### src/rtl/life_pkg.sv
// life_pkg: shared state encoding and tick constants for the generation controller
package life_pkg;
  typedef enum logic [1:0] {S_IDLE, S_GEN, S_WAIT, S_DONE} life_ctrl_state_t;
  localparam logic [2:0] TICK_LOAD = 3'd0;
  localparam logic [2:0] TICK_COMMIT = 3'd7;
endpackage

### src/rtl/life_generation_ctrl_if.sv
// life_generation_ctrl_if: control inputs and phase/status outputs of the generation controller
interface life_generation_ctrl_if #(
  parameter int GEN_W = 16,
  parameter int PAUSE_W = 8
);
  logic run;
  logic step;
  logic clear;
  logic [PAUSE_W-1:0] pause_cycles;
  logic [GEN_W-1:0] gen_limit;
  logic phase_load;
  logic phase_compute;
  logic phase_commit;
  logic busy;
  logic done;
  logic [GEN_W-1:0] generation;
  modport master (
    output run, step, clear, pause_cycles, gen_limit,
    input phase_load, phase_compute, phase_commit, busy, done, generation
  );
  modport slave (
    input run, step, clear, pause_cycles, gen_limit,
    output phase_load, phase_compute, phase_commit, busy, done, generation
  );
endinterface

### src/rtl/timer_8tick.sv
// timer_8tick: free-running 3-bit tick counter, held at 0 while rst is high
module timer_8tick (
  input  logic       clk,
  input  logic       rst,
  output logic [2:0] tick_out
);
  logic [2:0] tick_q, tick_d;
  // advance one tick per cycle, wrapping 7 -> 0
  always_comb tick_d = tick_q + 3'd1;
  // tick register
  always_ff @(posedge clk) tick_q <= rst ? 3'd0 : tick_d;
  assign tick_out = tick_q;
endmodule

### src/rtl/life_generation_ctrl.sv
// life_generation_ctrl: sequences load/compute/commit frames, pauses, counts and limits generations
module life_generation_ctrl
  import life_pkg::*;
#(
  parameter int GEN_W = 16,
  parameter int PAUSE_W = 8
) (
  input logic clk,
  input logic rst,
  life_generation_ctrl_if.slave bus
);
  life_ctrl_state_t state_q, state_d;
  logic [GEN_W-1:0] generation_q, generation_d, gen_inc;
  logic [PAUSE_W-1:0] pause_q, pause_d;
  logic done_q, done_d;
  logic [2:0] tick;
  logic timer_rst, in_gen;
  assign in_gen = state_q == S_GEN;
  assign timer_rst = rst | bus.clear | !in_gen;
  assign gen_inc = generation_q + GEN_W'(1);
  timer_8tick u_timer (.clk(clk), .rst(timer_rst), .tick_out(tick));
  // next state, counters and done flag; clear overrides everything
  always_comb begin
    state_d = state_q;
    generation_d = generation_q;
    pause_d = pause_q;
    done_d = done_q;
    if (bus.clear) begin
      state_d = S_IDLE;
      generation_d = '0;
      done_d = 1'b0;
    end else begin
      unique case (state_q)
        S_IDLE: state_d = (bus.run | bus.step) ? S_GEN : S_IDLE;
        S_GEN: if (tick == TICK_COMMIT) begin
          generation_d = gen_inc;
          pause_d = bus.pause_cycles;
          done_d = bus.gen_limit != '0 && gen_inc == bus.gen_limit;
          state_d = done_d ? S_DONE :
                    !bus.run ? S_IDLE :
                    bus.pause_cycles == '0 ? S_GEN : S_WAIT;
        end
        S_WAIT: begin
          pause_d = pause_q - PAUSE_W'(1);
          state_d = !bus.run ? S_IDLE : pause_q == PAUSE_W'(1) ? S_GEN : S_WAIT;
        end
        S_DONE: state_d = S_DONE;
      endcase
    end
  end
  // state, counters and flag registers
  always_ff @(posedge clk) begin
    if (rst) begin
      state_q <= S_IDLE;
      generation_q <= '0;
      pause_q <= '0;
      done_q <= 1'b0;
    end else begin
      state_q <= state_d;
      generation_q <= generation_d;
      pause_q <= pause_d;
      done_q <= done_d;
    end
  end
  assign bus.phase_load = in_gen && tick == TICK_LOAD;
  assign bus.phase_compute = in_gen && tick != TICK_LOAD && tick != TICK_COMMIT;
  assign bus.phase_commit = in_gen && tick == TICK_COMMIT;
  assign bus.busy = in_gen || state_q == S_WAIT;
  assign bus.done = done_q;
  assign bus.generation = generation_q;
endmodule

### src/flat_wrapper.sv
// flat-port wrapper written by rule: the top's interface ports become plain ports
module life_generation_ctrl_flat import life_pkg::*;
#(
  parameter int GEN_W = 16,
  parameter int PAUSE_W = 8
)
  (clk, rst, bus_run, bus_step, bus_clear, bus_pause_cycles, bus_gen_limit, bus_phase_load, bus_phase_compute, bus_phase_commit, bus_busy, bus_done, bus_generation);
  life_generation_ctrl_if #(.GEN_W(GEN_W), .PAUSE_W(PAUSE_W)) bus_i ();
  input logic clk;
  input logic rst;
  input wire logic [$bits(bus_i.run)-1:0] bus_run;
  input wire logic [$bits(bus_i.step)-1:0] bus_step;
  input wire logic [$bits(bus_i.clear)-1:0] bus_clear;
  input wire logic [$bits(bus_i.pause_cycles)-1:0] bus_pause_cycles;
  input wire logic [$bits(bus_i.gen_limit)-1:0] bus_gen_limit;
  output wire logic [$bits(bus_i.phase_load)-1:0] bus_phase_load;
  output wire logic [$bits(bus_i.phase_compute)-1:0] bus_phase_compute;
  output wire logic [$bits(bus_i.phase_commit)-1:0] bus_phase_commit;
  output wire logic [$bits(bus_i.busy)-1:0] bus_busy;
  output wire logic [$bits(bus_i.done)-1:0] bus_done;
  output wire logic [$bits(bus_i.generation)-1:0] bus_generation;
  assign bus_i.run = bus_run;
  assign bus_i.step = bus_step;
  assign bus_i.clear = bus_clear;
  assign bus_i.pause_cycles = bus_pause_cycles;
  assign bus_i.gen_limit = bus_gen_limit;
  assign bus_phase_load = bus_i.phase_load;
  assign bus_phase_compute = bus_i.phase_compute;
  assign bus_phase_commit = bus_i.phase_commit;
  assign bus_busy = bus_i.busy;
  assign bus_done = bus_i.done;
  assign bus_generation = bus_i.generation;
  life_generation_ctrl #(.GEN_W(GEN_W), .PAUSE_W(PAUSE_W)) u_core (.clk(clk), .rst(rst), .bus(bus_i));
endmodule
### config.mk
export PLATFORM = sky130hd
export DESIGN_NAME = life_generation_ctrl_flat
export DESIGN_NICKNAME = d
export VERILOG_FILES = /design/src/rtl/life_pkg.sv /design/src/rtl/life_generation_ctrl_if.sv /design/src/rtl/timer_8tick.sv /design/src/rtl/life_generation_ctrl.sv /design/src/flat_wrapper.sv
export SDC_FILE = /design/constraint.sdc
export NUM_CORES = 1
export LEC_CHECK = 0
export BUFFER_PORTS_ARGS = -buffer_cell sky130_fd_sc_hd__buf_4
export CAP_MARGIN = 30
export CORE_UTILIZATION = 54
export CTS_CLUSTER_SIZE = 10
export DETAILED_ROUTE_END_ITERATION = 10
export GPL_TIMING_DRIVEN = 0
export PLACE_DENSITY_LB_ADDON = 0.2
export SLEW_MARGIN = 10
export SYNTH_ARGS = -nofsm -noshare
export SYNTH_HDL_FRONTEND = slang
export SYNTH_SLANG_ARGS = --single-unit
### constraint.sdc
create_clock -name clk -period 2.8 [get_ports clk]
set_input_delay 0.14 -clock clk [delete_from_list [all_inputs] [get_ports clk]]
set_output_delay 0.14 -clock clk [all_outputs]
set_load 0.05 [all_outputs]
### After elaboration in Yosys (flattened, before gate mapping)

Cells that the tools add are included.

| cells by class | value |
|---|---|
| add/subtract/negate cells | 3 |
| eq/ne operators | 8 |
| multiplexer cells | 10 |
| bitwise gates (word level) | 4 |
| reduce and logical (&&, ||, !) cells | 16 |

Operators by type and width:

| operator | count |
|---|---|
| 16-bit by 1-bit adder with 16-bit output (second input constant) | 1 |
| 16-bit == test | 1 |
| 8-bit case mux with 2 select lines | 1 |
| 16-bit nonzero test | 1 |
| 2-bit two-way mux | 6 |
| 8-bit by 1-bit == test with 1-bit output (second input constant) | 1 |
| 8-bit zero test | 1 |
| 8-bit two-way mux | 1 |
| 2-bit case mux with 4 select lines | 1 |
| 8-bit by 1-bit subtractor with 8-bit output (second input constant) | 1 |
| 1-bit logical AND | 5 |
| 2-bit == test (second input constant) | 2 |
| 3-bit by 1-bit adder with 3-bit output (second input constant) | 1 |
| 3-bit == test (second input constant) | 1 |
| 3-bit zero test | 1 |
| 3-bit != test (second input constant) | 1 |
| 1-bit bitwise OR | 3 |
| 3-bit AND reduction | 1 |
| 3-bit nonzero test | 1 |
| 2-bit by 1-bit == test with 1-bit output (second input constant) | 1 |
| 2-bit zero test | 1 |
| 2-bit != test (second input constant) | 1 |
| 2-bit AND reduction | 1 |
| 2-bit nonzero test | 1 |
| other kinds (5) | 5 |

| storage, ports and cells | value |
|---|---|
| bits in registers | 30 |
| bits of input ports | 29 |
| output and inout port bits | 21 |
| word-level logic and storage cells | 46 |

### Depth between registers and ports, before layout

Gate-level depths: netlist (run 1).

| logic depth | value |
|---|---|
| depth after elaboration | 6 |
| depth in mapped cells | 8 |
| depth with buffers taken out | 8 |

### Hierarchy

A second synthesis (run 1) with hierarchy kept.

| unflattened totals | value |
|---|---|
| cell total of the unflattened synthesis | 267 |
| area total of the unflattened synthesis | 2055.7 um2 |

By module, submodules not included:

| module | instances | cells an instance | area each (um2) | sequential area each (um2) |
|---|---|---|---|---|
| life_generation_ctrl | 1 | 259 | 1960.6 | 540.5 |
| timer_8tick | 1 | 8 | 95.1 | 60.1 |

### Least setup slack after synthesis (run 1)

No wires, ideal clock.

| path | value |
|---|---|
| kind | reg2reg |
| start | reg u_core.generation_q[0] (netlist: u_core.bus.generation[0]) |
| end | reg u_core.state_q[0] |
| setup time | 79 ps |
| arrival time | 2456 ps |
| required time | 2721 ps |
| path slack | 264 ps |
| stages on the path, launching flop included | 9 |
| buffers on the path | 1 |
| period minus slack after synthesis | 2536 ps |
| cell sequence | dfxtp_1 ha_1 and3_1 clkbuf_1 nand4_1 mux2i_1 o311ai_0 a211oi_1 a211oi_2 |

| between the ends | value |
|---|---|
| longest elaborated chain between the ends | 6 |

Ends and longest elaborated chain:

| what | RTL line | text |
|---|---|---|
| start, declared | life_generation_ctrl.sv:13 | `logic [GEN_W-1:0] generation_q, generation_d, gen_inc;` |
| start signal, assigned | life_generation_ctrl.sv:60 | `generation_q <= generation_d;` |
| 16-bit by 1-bit adder with 16-bit output | life_generation_ctrl.sv:20 | `assign gen_inc = generation_q + GEN_W'(1);` |
| 16-bit == test | life_generation_ctrl.sv:38 | `done_d = bus.gen_limit != '0 && gen_inc == bus.gen_limit;` |
| 1-bit logical AND | life_generation_ctrl.sv:38 |  |
| 2-bit two-way mux | life_generation_ctrl.sv:39 | `state_d = done_d ? S_DONE :` |
| 2-bit two-way mux | life_generation_ctrl.sv:35 | `S_GEN: if (tick == TICK_COMMIT) begin` |
| 2-bit case mux with 4 select lines | life_generation_ctrl.sv:33 | `unique case (state_q)` |
| end signal, assigned | life_generation_ctrl.sv:59 | `state_q <= state_d;` |
| end, declared | life_generation_ctrl.sv:12 | `life_ctrl_state_t state_q, state_d;` |

No other way between the ends. The select of a mux whose other input is x is not followed.
A chain may end at the register's enable or synchronous reset.

### Final worst setup path (run 1)

Ends and elaborated chain as after synthesis.

==> run_results.csv, run 1 <==
group,metric,value,unit
outcome,status,"complete, no violations",
power,clockPowerShare,0.356,
grt,grt_max_degree,11,
power,p_leak,1.04,nW
grt,grt_overflow,0,
placement,post_dp_cell_area,2650,µm²
min_path,holdPathStages,3,
min_path,min_from,"bus_pause_cycles[0]",
placement,dp_hpwl,4210,µm
synthesis,yosysSeqAreaShare,0.270,
timing,rsz0062_at_grt,"no",
drt,wire_per_inst,14.6,µm
grt,grt_usage,0.273,
worst_setup_path,cp_slowest_cell,"o311ai_1",
worst_setup_path,worstPathArrival,2720,ps
synthesis,ys_types,55,
power,switching_share,0.265,
clock_network,post_cts_buffers,0,
power,power_density,335,nW/µm²
layout,final_area,2730,µm²
layout,multiInputGateArea,1490,µm²
worst_setup_path,crit_path_start_kind,"flop",
grt,antenna_found_initial,0,
clock_network,cts-root-buf,"clkbuf_8",
drt,drtIter0Drc,131,
worst_setup_path,path_buf_inv,1,
timing,tightest_slew,643,ps
drt,met2_length,2750,µm
layout,num_antenna_cells,0,
power,power.switching,0.243,mW
drt,wl,5670,µm
clock_network,htree_levels,2,
grt,grt_pass1_wl,9150,µm
worst_setup_path,worstPathCellList,"ha_1, and3_1, clkbuf_1, nand4_1, mux2i_1, o311ai_1, a211oi_1, a211oi_2",
placement,place_congestion,0.856,
synthesis,synth_flop_cell,"dfxtp_1",
layout,layout_common_cells,"buf_4, dfxtp_1, nor2_1",
timing,fmax,397,MHz
layout,final_common_cell,"buf_4",
floorplanning,die_width,66.2,µm
synthesis,synth_edf_count,0,
worst_setup_path,cpPeakStageDelay,520,ps
timing,finalSetupViolations,0,
grt,grt_pass1_vias,2112,
timing,hold_viol_final,0,
layout,layout-drive-gt1-share,0.203,
synthesis,yosysWarnings,0,
synthesis,syn-cell-area,2230,µm²
clock_network,cts_inserted_buffers,5,
drt,routed.top_layer,"met4",
worst_setup_path,cpLargestDelayFamily,"compound AO/OA/AOI/OAI gates",
drt,ant_nets,0,
min_path,hp-class,"in -> reg",
floorplanning,io_pins,50,
worst_setup_path,reg2reg_depth,8,
clock_network,cts_max_path_buffers,2,
worst_setup_path,r2r-start,"u_core.bus.generation[0]",
layout,area_growth,22.5,%
synthesis,syn_nets,323,
drt,first_pass_iters,4,
synthesis,netlist_instances,284,
drt,vias_per_cell,5.85,
placement,io_buffers,48,
worst_setup_path,worstReg2RegEnd,"u_core.state_q[0]",
drt,drc_errors,0,
floorplanning,num_rows,22,
timing,maxSlewHeadroom,0.568,
clock_network,clkLatencyLatePin,280,ps
power,p_int,0.672,mW
drt,wl_met1,2550,µm
clock_network,cts-resized-gates,0,
timing,drv_slew,0,
power,comb_power_share,0.162,
synthesis,ys_seq_elements,30,
floorplanning,initial_core_util,0.586,
power,ir_worst_vdd,0.245,mV
worst_setup_path,criticalPathCategory,"reg -> reg",
clock_network,hold_buffers,0,
timing,period_needed,2520,ps
timing,tns,0,ps
timing,skew,5.94,ps
power,sequentialPowerShare,0.482,
layout,regArea,601,µm²
clock_network,cts_tree,"built",
layout,layout.nets,379,
floorplanning,die_area,4380,µm²
synthesis,synth.avg_cell_area,7.84,µm²
min_path,hold_end,"u_core.pause_q[0]",
layout,nFillCells,324,
clock_network,cts.clk_slew.worst_paths,60,ps
worst_setup_path,startpoint,"u_core.bus.generation[0]",
drt,via_count,2269,
worst_setup_path,crit_required,3010,ps
worst_setup_path,rrSetupSlack,280,ps
clock_network,cts_sinks,30,
placement,post-place-ws,60.0,ps
run,cap_violations,0,
synthesis,synthArstFlopShare,0,
timing,setup_ws,283,ps
worst_setup_path,end_kind,"flop",
floorplanning,core-area,3800,µm²
worst_setup_path,crit_fanout,6,
drt,met3_length,269,µm
timing,min_period_over_period,0.899,
floorplanning,die_h,66.2,µm
==> logic make-up after synthesis <==
kind of cell | Yosys count | share of synthesized area
muxes | 6 | 0.0275
and+or+nand+nor | 121 | 0.279
buffers and inverters | 31 | 0.0630
AOI/OAI and AO/OA | 57 | 0.182
adders and majority gates | 10 | 0.0562
xor gates and xnor gates | 29 | 0.123
DFF | 30 | 0.270
==> synth_stat cells, drive strengths merged, types with 2 or more instances <==
cell type  count  share of area
nor2          29          0.049
nand4          6          0.020
o41a           2          0.010
dfxtp         30           0.27
o21ai         13          0.029
a211oi         6          0.022
nor2b          4          0.011
nand3         18          0.040
a211o          2         0.0079
or4            3          0.010
a21oi         13          0.029
o211ai         3          0.010
or3            3         0.0084
mux2i          5          0.022
ha            10          0.056
nor4           6          0.017
a31oi          2         0.0056
and3           7          0.020
clkbuf        10          0.021
nand2         25          0.042
xor2          10          0.039
buf            5          0.015
xnor2         19          0.083
a21boi         2         0.0067
o22ai          3         0.0084
inv           16          0.027
nor3b          2         0.0067
nor3           9          0.020
or3b           2         0.0079
==> power groups by stage <==
stage	combinational [mW]	sequential, mW	clock (mW)
finish	0.148	0.440	0.326
CTS	0.146	0.440	0.330
global placement	0.141	0.449	0
floorplan	0.0852	0.447	0
global route	0.161	0.441	0.352
detailed placement	0.145	0.449	0
==> worst min-delay path, cell delays in order <==
cell      delay, ps
buf_4            90
o211ai_1         70
a21oi_1         140
==> through the flow <==
stage               power (mW)   util  instances  hold slack (ps)
floorplan                0.533      -        284              359
global placement         0.590  0.697        380              470
detailed placement       0.594  0.697        380              480
CTS                      0.916  0.717        387              196
global route             0.953  0.718        388              203
finish                   0.914  0.718        388              198
==> worst max-delay path by stage <==
stage                                    to  slack (ps)  depth (start not counted)
after CTS                 u_core.state_q[0]          50                          8
after global placement    u_core.state_q[0]         160                          8
final                     u_core.state_q[0]         280                          8
after detailed placement  u_core.state_q[0]          60                          8
after floorplan           u_core.state_q[0]         260                          8
after global routing      u_core.state_q[0]         100                          8
==> sequential cells by signal, summed over array words and instances (netlist names) <==
signal / cells
u_core.bus.generation: 16
u_core.pause_q: 8
u_core.u_timer.tick_out: 3
u_core.state_q: 2
u_core.bus.done: 1
==> metal layers <==
metal	track usage	up-vias
met2	0.482	59
met5	0	-
met3	0.0586	11
met4	0.101	0
li1	-	1129
met1	0.320	1070
==> cell type report <==
type                       count  area share
clock buffer                   7      0.0280
tap                           48      0.0220
timing repair buffer          49       0.134
buffer                        15      0.0294
inverter                      16      0.0220
multi-input combinational    223       0.544
sequential                    30       0.220
(Power assumes the default switching activity.)
==> inputs of run 2 (changes only) <==
--- a/config.mk
+++ b/config.mk
@@ -7,7 +7,10 @@
 export LEC_CHECK = 0
 export BUFFER_PORTS_ARGS = -buffer_cell sky130_fd_sc_hd__buf_4
 export CAP_MARGIN = 30
-export CORE_UTILIZATION = 54
+export CELL_PAD_IN_SITES_DETAIL_PLACEMENT = 1
+export CELL_PAD_IN_SITES_GLOBAL_PLACEMENT = 1
+export CORE_MARGIN = 1
+export CORE_UTILIZATION = 39
 export CTS_CLUSTER_SIZE = 10
 export DETAILED_ROUTE_END_ITERATION = 10
 export GPL_TIMING_DRIVEN = 0
==> run 2 against run 1 <==
  * Critical path depth did not move
  * Worst hold slack worse by 8.1 ps
  * Clock power grew 30%
  * Utilization fell by 21 points
  * Critical path type unchanged
==> run_results.csv, run 2 (synthesized netlist as in run 1, its figures left out) <==
group,metric,value,unit
drt,first_pass_iters,4,
worst_setup_path,path_buf_inv,1,
layout,layout_common_cells,"buf_4, dfxtp_1, nor2_1",
layout,fin_cells,413,
clock_network,post_cts_buffers,0,
floorplanning,num_rows,27,
timing,rsz0062_at_grt,"no",
timing,hold_viol_final,0,
layout,final_common_cell,"buf_4",
power,ir_worst_vdd,0.295,mV
outcome,status,"complete, no violations",
layout,layout.nets,379,
layout,num_antenna_cells,0,
clock_network,cts_tree,"built",
worst_setup_path,cpPeakStageDelay,490,ps
layout,nFillCells,689,
power,p_leak,1.06,nW
floorplanning,io_pins,50,
worst_setup_path,cpLargestDelayFamily,"compound AO/OA/AOI/OAI gates",
worst_setup_path,cp_slowest_cell,"o311ai_1",
min_path,hp-class,"in -> reg",
layout,layout-drive-gt1-share,0.211,
floorplanning,die_area,6010,µm²
drt,via_count,2281,
drt,wl,6440,µm
timing,tightest_slew,618,ps
timing,period_needed,2530,ps
drt,wire_per_inst,15.6,µm
drt,drc_errors,0,
clock_network,cts_sinks,30,
clock_network,cts_max_path_buffers,2,
clock_network,cts_inserted_buffers,5,
layout,area_growth,25.4,%
drt,drtIter0Drc,68,
grt,grt_overflow,0,
timing,tns,0,ps
timing,min_period_over_period,0.904,
drt,vias_per_cell,5.52,
placement,dp_cells,405,
clock_network,clkLatencyLatePin,280,ps
worst_setup_path,end_kind,"flop",
grt,grt_max_degree,11,
clock_network,htree_levels,2,
floorplanning,core-area,5510,µm²
layout,largest_reg_flops,16,
timing,maxSlewHeadroom,0.585,
worst_setup_path,worstPathCellList,"ha_1, and3_1, clkbuf_1, nand4_1, mux2i_1, o311ai_1, a211oi_1, a211oi_2",
grt,grt_pass1_vias,2272,
timing,skew,1.48,ps
power,power_density,363,nW/µm²
grt,grt_usage,0.226,
run,cap_violations,0,
placement,place_congestion,0.793,
timing,drv_slew,0,
worst_setup_path,worstPathArrival,2740,ps
grt,antenna_found_initial,0,
placement,dp_hpwl,4870,µm
worst_setup_path,crit_fanout,6,
drt,ant_nets,0,
grt,grt_pass1_wl,10800,µm
floorplanning,die_width,77.5,µm
floorplanning,die_h,77.5,µm
clock_network,cts-root-buf,"clkbuf_8",
placement,io_buffers,48,
timing,finalSetupViolations,0,
floorplanning,initial_core_util,0.404,
worst_setup_path,crit_path_start_kind,"flop",
timing,fmax,395,MHz
clock_network,cts.clk_slew.worst_paths,70,ps
worst_setup_path,criticalPathCategory,"reg -> reg",
worst_setup_path,crit_required,3010,ps
## run 2: changes by cell type in the layout (fill, tap and decap cells not counted)
| cell | before | now |
|---|---|---|
| clkbuf_8 | 6 | 9 |
| clkbuf_1 | 11 | 9 |
## run 2: metrics by stage
stage / power (mW) / util / instance area, µm² / hold WS (ps) / setup slack [ps]
5_1_grt: 1.05 / 0.507 / 2790 / 205 / 117
3_5_place_dp: 0.598 / 0.487 / 2680 / 488 / 84.0
2_1_floorplan: 0.533 / - / 2230 / 359 / 264
3_3_place_gp: 0.594 / 0.486 / 2680 / 470 / 111
6_report: 1.01 / 0.507 / 2790 / 190 / 268
4_1_cts: 1.02 / 0.507 / 2790 / 182 / 61.8
## run 2: worst paths after layout
check / start / endpoint / slack (ps) / cells after the start
worst max-delay path: u_core.bus.generation[0] / u_core.state_q[0] / 270 / 8
worst max register to register: u_core.bus.generation[0] / u_core.state_q[0] / 270 / 8
worst min-delay path: bus_pause_cycles[0] / u_core.pause_q[0] / 190 / 3
worst min register to register: u_core.pause_q[7] / u_core.pause_q[7] / 490 / 2
## run 2: timing repair
item                                    CTS  global route
hold buffers                              0             0
endpoints found under the setup margin    0             3
resized for setup                         0             1
## run 2: worst min-delay path: stages
cell and delay [ps]:
buf_4 90, o211ai_1 80, a21oi_1 130
## run 2: layout make-up
cell class	instances	area, µm²	area share
multi-input cells	223	1490	0.532
flip-flops and latches	30	601	0.215
repair buffers	49	365	0.131
clock buffers	8	110	0.0394
well taps	72	90.1	0.0323
plain buffers	15	80.1	0.0287
inverters	16	60.1	0.0215
## run 2: report_power, final
group          internal [mW]  switching [mW]
clock network          0.248           0.175
logic                 0.0680          0.0826
registers              0.433         0.00693
total                  0.749           0.264
## run 2: layer usage
metal	vias up	global-route usage	routed length, µm
met3	4	0.0365	201
met5	-	0	0
met4	0	0.0623	48
met1	1105	0.276	2970
li1	1133	-	-
met2	39	0.406	3230
